<file path="config.mk">
export PLATFORM = sky130hd
export DESIGN_NAME = apb_cfg_master_flat
export DESIGN_NICKNAME = d
export VERILOG_FILES = /design/src/rtl/apb_cfg_pkg.sv /design/src/rtl/apb_cfg_if.sv /design/src/rtl/apb_cfg_master.sv /design/src/flat_wrapper.sv
export SDC_FILE = /design/constraint.sdc
export NUM_CORES = 1
export LEC_CHECK = 0
export ABC_AREA = 1
export CAP_MARGIN = 20
export CELL_PAD_IN_SITES_DETAIL_PLACEMENT = 2
export CELL_PAD_IN_SITES_GLOBAL_PLACEMENT = 2
export CORE_MARGIN = 2
export CORE_UTILIZATION = 22
export CTS_CLUSTER_SIZE = 25
export DETAILED_ROUTE_END_ITERATION = 6
export HOLD_SLACK_MARGIN = 0.05
export PLACE_DENSITY_LB_ADDON = 0.08
export SYNTH_ARGS = -nofsm -noshare
export SYNTH_HDL_FRONTEND = slang
export SYNTH_SLANG_ARGS = --single-unit
</file>
<file path="constraint.sdc">
create_clock -name HCLK -period 1.9 [get_ports HCLK]
set_input_delay 0.38 -clock HCLK [delete_from_list [all_inputs] [get_ports HCLK]]
set_output_delay 0.38 -clock HCLK [all_outputs]
set_load 0.01 [all_outputs]
</file>
<file path="src/rtl/apb_cfg_pkg.sv">
// Shared types and constants for the APB configuration initiator.
package apb_cfg_pkg;

    localparam int unsigned APB_DATA_WIDTH = 32;

    typedef enum logic [1:0] {
        IDLE   = 2'd0,
        SETUP  = 2'd1,
        ACCESS = 2'd2
    } apb_state_e;

    // Width of the ACCESS wait counter; one bit minimum so a disabled timeout still elaborates.
    function automatic int unsigned cnt_width(input int unsigned cycles);
        int unsigned w;
        w = (cycles == 0) ? 32'd1 : 32'($clog2(cycles + 1));
        return w;
    endfunction

endpackage

</file>
<file path="src/rtl/apb_cfg_if.sv">
// Request/response handshake plus APB bus bundle for the configuration initiator.
interface apb_cfg_if #(
    parameter int unsigned ADDR_W = 12
) ();
    import apb_cfg_pkg::*;

    logic                      req_valid_i;
    logic                      req_ready_o;
    logic [ADDR_W-1:0]         req_addr_i;
    logic [APB_DATA_WIDTH-1:0] req_wdata_i;
    logic                      req_write_i;

    logic                      rsp_valid_o;
    logic [APB_DATA_WIDTH-1:0] rsp_rdata_o;
    logic                      rsp_err_o;
    logic                      rsp_timeout_o;
    logic                      busy_o;

    logic [ADDR_W-1:0]         PADDR;
    logic [APB_DATA_WIDTH-1:0] PWDATA;
    logic                      PWRITE;
    logic                      PSEL;
    logic                      PENABLE;
    logic [APB_DATA_WIDTH-1:0] PRDATA;
    logic                      PREADY;
    logic                      PSLVERR;

    modport master (
        input  req_valid_i, req_addr_i, req_wdata_i, req_write_i,
        output req_ready_o,
        output rsp_valid_o, rsp_rdata_o, rsp_err_o, rsp_timeout_o, busy_o,
        output PADDR, PWDATA, PWRITE, PSEL, PENABLE,
        input  PRDATA, PREADY, PSLVERR
    );

    modport slave (
        output req_valid_i, req_addr_i, req_wdata_i, req_write_i,
        input  req_ready_o,
        input  rsp_valid_o, rsp_rdata_o, rsp_err_o, rsp_timeout_o, busy_o,
        input  PADDR, PWDATA, PWRITE, PSEL, PENABLE,
        output PRDATA, PREADY, PSLVERR
    );

endinterface

</file>
<file path="src/rtl/apb_cfg_master.sv">
// Single-outstanding APB initiator: valid/ready word requests in, one-cycle response pulse out,
// with an optional bounded wait on PREADY.
import apb_cfg_pkg::*;

module apb_cfg_master #(
    parameter int unsigned APB_ADDR_WIDTH = 12,
    parameter int unsigned TIMEOUT_CYCLES = 255
) (
    input logic        HCLK,
    input logic        HRESET,
    apb_cfg_if.master  bus
);

    localparam int unsigned DW    = APB_DATA_WIDTH;
    localparam int unsigned AW    = APB_ADDR_WIDTH;
    localparam int unsigned CNT_W = cnt_width(TIMEOUT_CYCLES);

    localparam logic [CNT_W-1:0] CNT_MAX  = '1;
    localparam logic [CNT_W-1:0] CNT_LAST = (TIMEOUT_CYCLES == 0) ? '0 : CNT_W'(TIMEOUT_CYCLES - 1);
    localparam logic             TO_EN    = (TIMEOUT_CYCLES != 0);

    localparam logic [1:0] ST_IDLE   = IDLE;
    localparam logic [1:0] ST_SETUP  = SETUP;
    localparam logic [1:0] ST_ACCESS = ACCESS;

    logic [1:0]       r_state,       w_state;
    logic [CNT_W-1:0] r_cnt,         w_cnt;
    logic             r_req_ready,   w_req_ready;
    logic             r_busy,        w_busy;
    logic [AW-1:0]    r_paddr,       w_paddr;
    logic [DW-1:0]    r_pwdata,      w_pwdata;
    logic             r_pwrite,      w_pwrite;
    logic             r_psel,        w_psel;
    logic             r_penable,     w_penable;
    logic             r_rsp_valid,   w_rsp_valid;
    logic [DW-1:0]    r_rsp_rdata,   w_rsp_rdata;
    logic             r_rsp_err,     w_rsp_err;
    logic             r_rsp_timeout, w_rsp_timeout;

    // Next-state and next-output logic; every register is loaded from its w_ value.
    always_comb begin
        w_state       = r_state;
        w_cnt         = r_cnt;
        w_paddr       = r_paddr;
        w_pwdata      = r_pwdata;
        w_pwrite      = r_pwrite;
        w_psel        = r_psel;
        w_penable     = r_penable;
        w_rsp_valid   = 1'b0;
        w_rsp_rdata   = r_rsp_rdata;
        w_rsp_err     = r_rsp_err;
        w_rsp_timeout = r_rsp_timeout;

        case (r_state)
            ST_IDLE: begin
                w_psel    = 1'b0;
                w_penable = 1'b0;
                if (bus.req_valid_i && r_req_ready) begin
                    w_paddr  = bus.req_addr_i;
                    w_pwrite = bus.req_write_i;
                    w_pwdata = bus.req_write_i ? bus.req_wdata_i : '0;
                    w_psel   = 1'b1;
                    w_state  = ST_SETUP;
                end
            end
            ST_SETUP: begin
                w_cnt     = '0;
                w_psel    = 1'b1;
                w_penable = 1'b1;
                w_state   = ST_ACCESS;
            end
            ST_ACCESS: begin
                // PREADY wins over a timeout landing on the same cycle.
                if (bus.PREADY) begin
                    w_rsp_valid   = 1'b1;
                    w_rsp_err     = bus.PSLVERR;
                    w_rsp_timeout = 1'b0;
                    w_rsp_rdata   = (!r_pwrite && !bus.PSLVERR) ? bus.PRDATA : '0;
                    w_psel        = 1'b0;
                    w_penable     = 1'b0;
                    w_state       = ST_IDLE;
                end else if (TO_EN && (r_cnt == CNT_LAST)) begin
                    w_rsp_valid   = 1'b1;
                    w_rsp_err     = 1'b1;
                    w_rsp_timeout = 1'b1;
                    w_rsp_rdata   = '0;
                    w_psel        = 1'b0;
                    w_penable     = 1'b0;
                    w_state       = ST_IDLE;
                end else if (r_cnt != CNT_MAX) begin
                    w_cnt = r_cnt + CNT_W'(1);
                end
            end
            default: begin
                w_psel    = 1'b0;
                w_penable = 1'b0;
                w_state   = ST_IDLE;
            end
        endcase

        w_req_ready = (w_state == ST_IDLE);
        w_busy      = (w_state != ST_IDLE);
    end

    always_ff @(posedge HCLK) begin
        if (HRESET) begin
            r_state       <= ST_IDLE;
            r_cnt         <= '0;
            r_req_ready   <= 1'b0;
            r_busy        <= 1'b0;
            r_paddr       <= '0;
            r_pwdata      <= '0;
            r_pwrite      <= 1'b0;
            r_psel        <= 1'b0;
            r_penable     <= 1'b0;
            r_rsp_valid   <= 1'b0;
            r_rsp_rdata   <= '0;
            r_rsp_err     <= 1'b0;
            r_rsp_timeout <= 1'b0;
        end else begin
            r_state       <= w_state;
            r_cnt         <= w_cnt;
            r_req_ready   <= w_req_ready;
            r_busy        <= w_busy;
            r_paddr       <= w_paddr;
            r_pwdata      <= w_pwdata;
            r_pwrite      <= w_pwrite;
            r_psel        <= w_psel;
            r_penable     <= w_penable;
            r_rsp_valid   <= w_rsp_valid;
            r_rsp_rdata   <= w_rsp_rdata;
            r_rsp_err     <= w_rsp_err;
            r_rsp_timeout <= w_rsp_timeout;
        end
    end

    assign bus.req_ready_o   = r_req_ready;
    assign bus.busy_o        = r_busy;
    assign bus.PADDR         = r_paddr;
    assign bus.PWDATA        = r_pwdata;
    assign bus.PWRITE        = r_pwrite;
    assign bus.PSEL          = r_psel;
    assign bus.PENABLE       = r_penable;
    assign bus.rsp_valid_o   = r_rsp_valid;
    assign bus.rsp_rdata_o   = r_rsp_rdata;
    assign bus.rsp_err_o     = r_rsp_err;
    assign bus.rsp_timeout_o = r_rsp_timeout;

endmodule

</file>
<file path="src/flat_wrapper.sv">
// flat-port wrapper written by rule: the top's interface ports become plain ports
module apb_cfg_master_flat 
#(
    parameter int unsigned APB_ADDR_WIDTH = 12,
    parameter int unsigned TIMEOUT_CYCLES = 255
)
  (HCLK, HRESET, bus_req_valid_i, bus_req_addr_i, bus_req_wdata_i, bus_req_write_i, bus_req_ready_o, bus_rsp_valid_o, bus_rsp_rdata_o, bus_rsp_err_o, bus_rsp_timeout_o, bus_busy_o, bus_PADDR, bus_PWDATA, bus_PWRITE, bus_PSEL, bus_PENABLE, bus_PRDATA, bus_PREADY, bus_PSLVERR);
  apb_cfg_if #(.ADDR_W(12)) bus_i ();
  input logic HCLK;
  input logic HRESET;
  input wire logic [$bits(bus_i.req_valid_i)-1:0] bus_req_valid_i;
  input wire logic [$bits(bus_i.req_addr_i)-1:0] bus_req_addr_i;
  input wire logic [$bits(bus_i.req_wdata_i)-1:0] bus_req_wdata_i;
  input wire logic [$bits(bus_i.req_write_i)-1:0] bus_req_write_i;
  output wire logic [$bits(bus_i.req_ready_o)-1:0] bus_req_ready_o;
  output wire logic [$bits(bus_i.rsp_valid_o)-1:0] bus_rsp_valid_o;
  output wire logic [$bits(bus_i.rsp_rdata_o)-1:0] bus_rsp_rdata_o;
  output wire logic [$bits(bus_i.rsp_err_o)-1:0] bus_rsp_err_o;
  output wire logic [$bits(bus_i.rsp_timeout_o)-1:0] bus_rsp_timeout_o;
  output wire logic [$bits(bus_i.busy_o)-1:0] bus_busy_o;
  output wire logic [$bits(bus_i.PADDR)-1:0] bus_PADDR;
  output wire logic [$bits(bus_i.PWDATA)-1:0] bus_PWDATA;
  output wire logic [$bits(bus_i.PWRITE)-1:0] bus_PWRITE;
  output wire logic [$bits(bus_i.PSEL)-1:0] bus_PSEL;
  output wire logic [$bits(bus_i.PENABLE)-1:0] bus_PENABLE;
  input wire logic [$bits(bus_i.PRDATA)-1:0] bus_PRDATA;
  input wire logic [$bits(bus_i.PREADY)-1:0] bus_PREADY;
  input wire logic [$bits(bus_i.PSLVERR)-1:0] bus_PSLVERR;
  assign bus_i.req_valid_i = bus_req_valid_i;
  assign bus_i.req_addr_i = bus_req_addr_i;
  assign bus_i.req_wdata_i = bus_req_wdata_i;
  assign bus_i.req_write_i = bus_req_write_i;
  assign bus_req_ready_o = bus_i.req_ready_o;
  assign bus_rsp_valid_o = bus_i.rsp_valid_o;
  assign bus_rsp_rdata_o = bus_i.rsp_rdata_o;
  assign bus_rsp_err_o = bus_i.rsp_err_o;
  assign bus_rsp_timeout_o = bus_i.rsp_timeout_o;
  assign bus_busy_o = bus_i.busy_o;
  assign bus_PADDR = bus_i.PADDR;
  assign bus_PWDATA = bus_i.PWDATA;
  assign bus_PWRITE = bus_i.PWRITE;
  assign bus_PSEL = bus_i.PSEL;
  assign bus_PENABLE = bus_i.PENABLE;
  assign bus_i.PRDATA = bus_PRDATA;
  assign bus_i.PREADY = bus_PREADY;
  assign bus_i.PSLVERR = bus_PSLVERR;
  apb_cfg_master #(.APB_ADDR_WIDTH(APB_ADDR_WIDTH), .TIMEOUT_CYCLES(TIMEOUT_CYCLES)) u_core (.HCLK(HCLK), .HRESET(HRESET), .bus(bus_i));
endmodule
</file>
==> results.cfg <==
[run_status]
run_status = complete, no violations

[synth]
yosys_warnings = 0
synthCells = 472
synth_nets = 556
ys_ff_latch = 94
seq_area_frac_synth_pct = 49.9
syn_area_per_cell_um2 = 7.99
yosysUniqueCellTypes = 25
syn_area_um2 = 3770

[die]
dieWidth_um = 135
rows = 47
start_util_pct = 22.6
ioPinCount = 166
die_y_um = 135
design.core.area_um2 = 16700
die_area_um2 = 18200

[clock_tree]
clock_path_buffers = 2
hold_buffers = 0
insertion_delay_ns = 0.35
numCtsBuffers = 9
clockRootBuffer = clkbuf_16
tritoncts = yes
cts.sinks = 94
htreeDepth = 3
clk_pin_slew_ns = 0.07

[critical_path]
crit_family = buffers and inverters
startpoint_type = flop
endpoint_kind = output pin
path_buf_inv = 1
ff2ff_setup_slack_ns = 0.25
slowest_stage = clkdlybuf4s50_1
cp.required_ns = 1.52
r2r-start = u_core.r_cnt[0]
slowest_delay_ns = 0.61
critPathMaxFanout = 3
path_cells = clkdlybuf4s50_1
rr_worst_depth = 8
reg2reg_to = u_core.r_cnt[1]
arrival_ns = 1.37
critPathKind = flop to output pin

[pwr]
p_leak_nw = 2.05
power_per_cell_area_nw_per_um2 = 790
vdd_drop_max_mv = 0.365

[grt]
antenna_found_initial = 0
first_global_vias = 4275
track_usage_pct = 15.9
grt_pass1_wl_mm = 22.6
grt_max_degree = 47
grt-ovfl-total = 0

[placement]
placement.cell_area_um2 = 5620
dp.cells = 835
hpwl_mm = 10.1
gp_congestion = 0.746
pre_cts_ws_ns = 0.0609
port-buffer-count = 165

[finish]
final_common_cell = clkdlybuf4s50_1
areaGrowthSynthToFinish_pct = 57.7
mostFrequentLayoutCells = clkdlybuf4s50_1, dfxtp_1, nand2_1
antenna_cells = 0
design_area_um2 = 5950
drive_gt1_share_pct = 7.45
nets = 710
num-fill-cells = 1867
finalNonFillerCells = 851

[timing]
fin_setup_tns_ns = 0
final-setup-viol-count = 0
hold_viol_final = 0
rsz0062_at_grt = no
final.min_clock_period_ns = 1.75
layout_setup_ws_ns = 0.154
fmax_ghz = 0.573
worst_pin_slew_ns = 0.472
slew_violations = 0
period_share_pct = 91.9
maxSlewHeadroom_pct = 68.5
skew_ns = 0.00582

[detailed_routing]
drc = 0
ant_nets = 0
wirelength_mm = 14.2
routedWlPerCell_um = 16.7
drt_first_pass_iters = 4
vias_per_cell = 4.56
drt_iter0_drc = 101
vias = 3884

[worst_hold_path]
hold_depth = 4
hold_end = u_core.r_cnt[5]
min_from = HRESET
hp-class = primary input to flop

[job]
cap_violations = 0
-- logic make-up after synthesis --
group | after synthesis | share of synthesized area (%)
compound gates | 89 | 11.9
xor+xnor | 1 | 0.232
fa+ha+maj | 2 | 0.663
buf+inv | 61 | 9.22
flops | 94 | 49.9
simple gates | 225 | 28.1
-- sequential cells by signal, summed over array words and instances (netlist names) --
register                  count
u_core.bus.PWDATA            32
u_core.bus.rsp_rdata_o       32
u_core.bus.PADDR             12
u_core.r_cnt                  8
u_core.r_state                2
u_core.bus.PENABLE            1
u_core.bus.PSEL               1
u_core.bus.PWRITE             1
u_core.bus.busy_o             1
u_core.bus.req_ready_o        1
u_core.bus.rsp_err_o          1
u_core.bus.rsp_timeout_o      1
u_core.bus.rsp_valid_o        1
-- routing by layer --
layer	global-route usage, %	routed length, um	up-vias
met4	5.44	216	0
met1	18.7	6110	1887
li1	-	-	1893
met2	26.7	6850	91
met3	5.74	1050	13
met5	0	0	-
-- power breakdown --
group	internal (W)	switching (W)	total, W	leakage, nW
Combinational	0.000317	0.000281	0.000598	1.12
Sequential	0.00203	0.0000320	0.00206	0.762
Clock	0.00123	0.000816	0.00204	0.162
Total	0.00357	0.00113	0.00470	2.05
-- synth_stat cells (all sizes together) --
master   n  area (um2)
nand3b   1        7.51
xnor2    1        8.76
a21oi   73         369
buf     24         206
nor2    48         199
o21ai   16        80.1
clkbuf  13        48.8
ha       2        25.0
inv     24        92.6
nand2   94         395
nand3   45         225
dfxtp   94        1880
or2      1        8.76
nand4   36         225
-- through the flow --
step,power (W),utilization (%),hold slack [ns]
4_1_cts,0.00479,35.6,0.409
3_5_place_dp,0.00271,33.6,0.456
3_3_place_gp,0.00270,33.6,0.450
2_1_floorplan,0.00235,-,0.483
6_report,0.00470,35.6,0.416
5_1_grt,0.00494,35.6,0.444
-- final cells by class --
class / count / area, um2 / share of cell area [%]
clock buffers: 11 / 253 / 4.25
inverters: 24 / 92.6 / 1.56
multi-input cells: 317 / 1540 / 25.9
repair buffers: 180 / 1820 / 30.6
clock inverters: 5 / 81.3 / 1.37
flip-flops and latches: 94 / 1880 / 31.6
well taps: 220 / 275 / 4.63
-- what timing repair did --
action | 4_1_cts | 5_1_grt
setup buffers | 0 | 0
resized for setup | 1 | 0
endpoints found under the setup margin | 1 | 0
-- worst max path at each step --
stage | startpoint | endpoint | cells past startpoint
after detailed placement | bus_PREADY | u_core.bus.rsp_rdata_o[24] | 7
after global routing | u_core.r_cnt[0] | u_core.r_cnt[0] | 8
after CTS | u_core.bus.PWRITE | bus_PWRITE | 1
final | u_core.bus.PWRITE | bus_PWRITE | 1
after floorplan | u_core.r_cnt[0] | u_core.bus.rsp_rdata_o[21] | 10
after global placement | bus_PREADY | u_core.bus.rsp_rdata_o[22] | 7
Note: power is estimated with default switching activity, not from simulation.
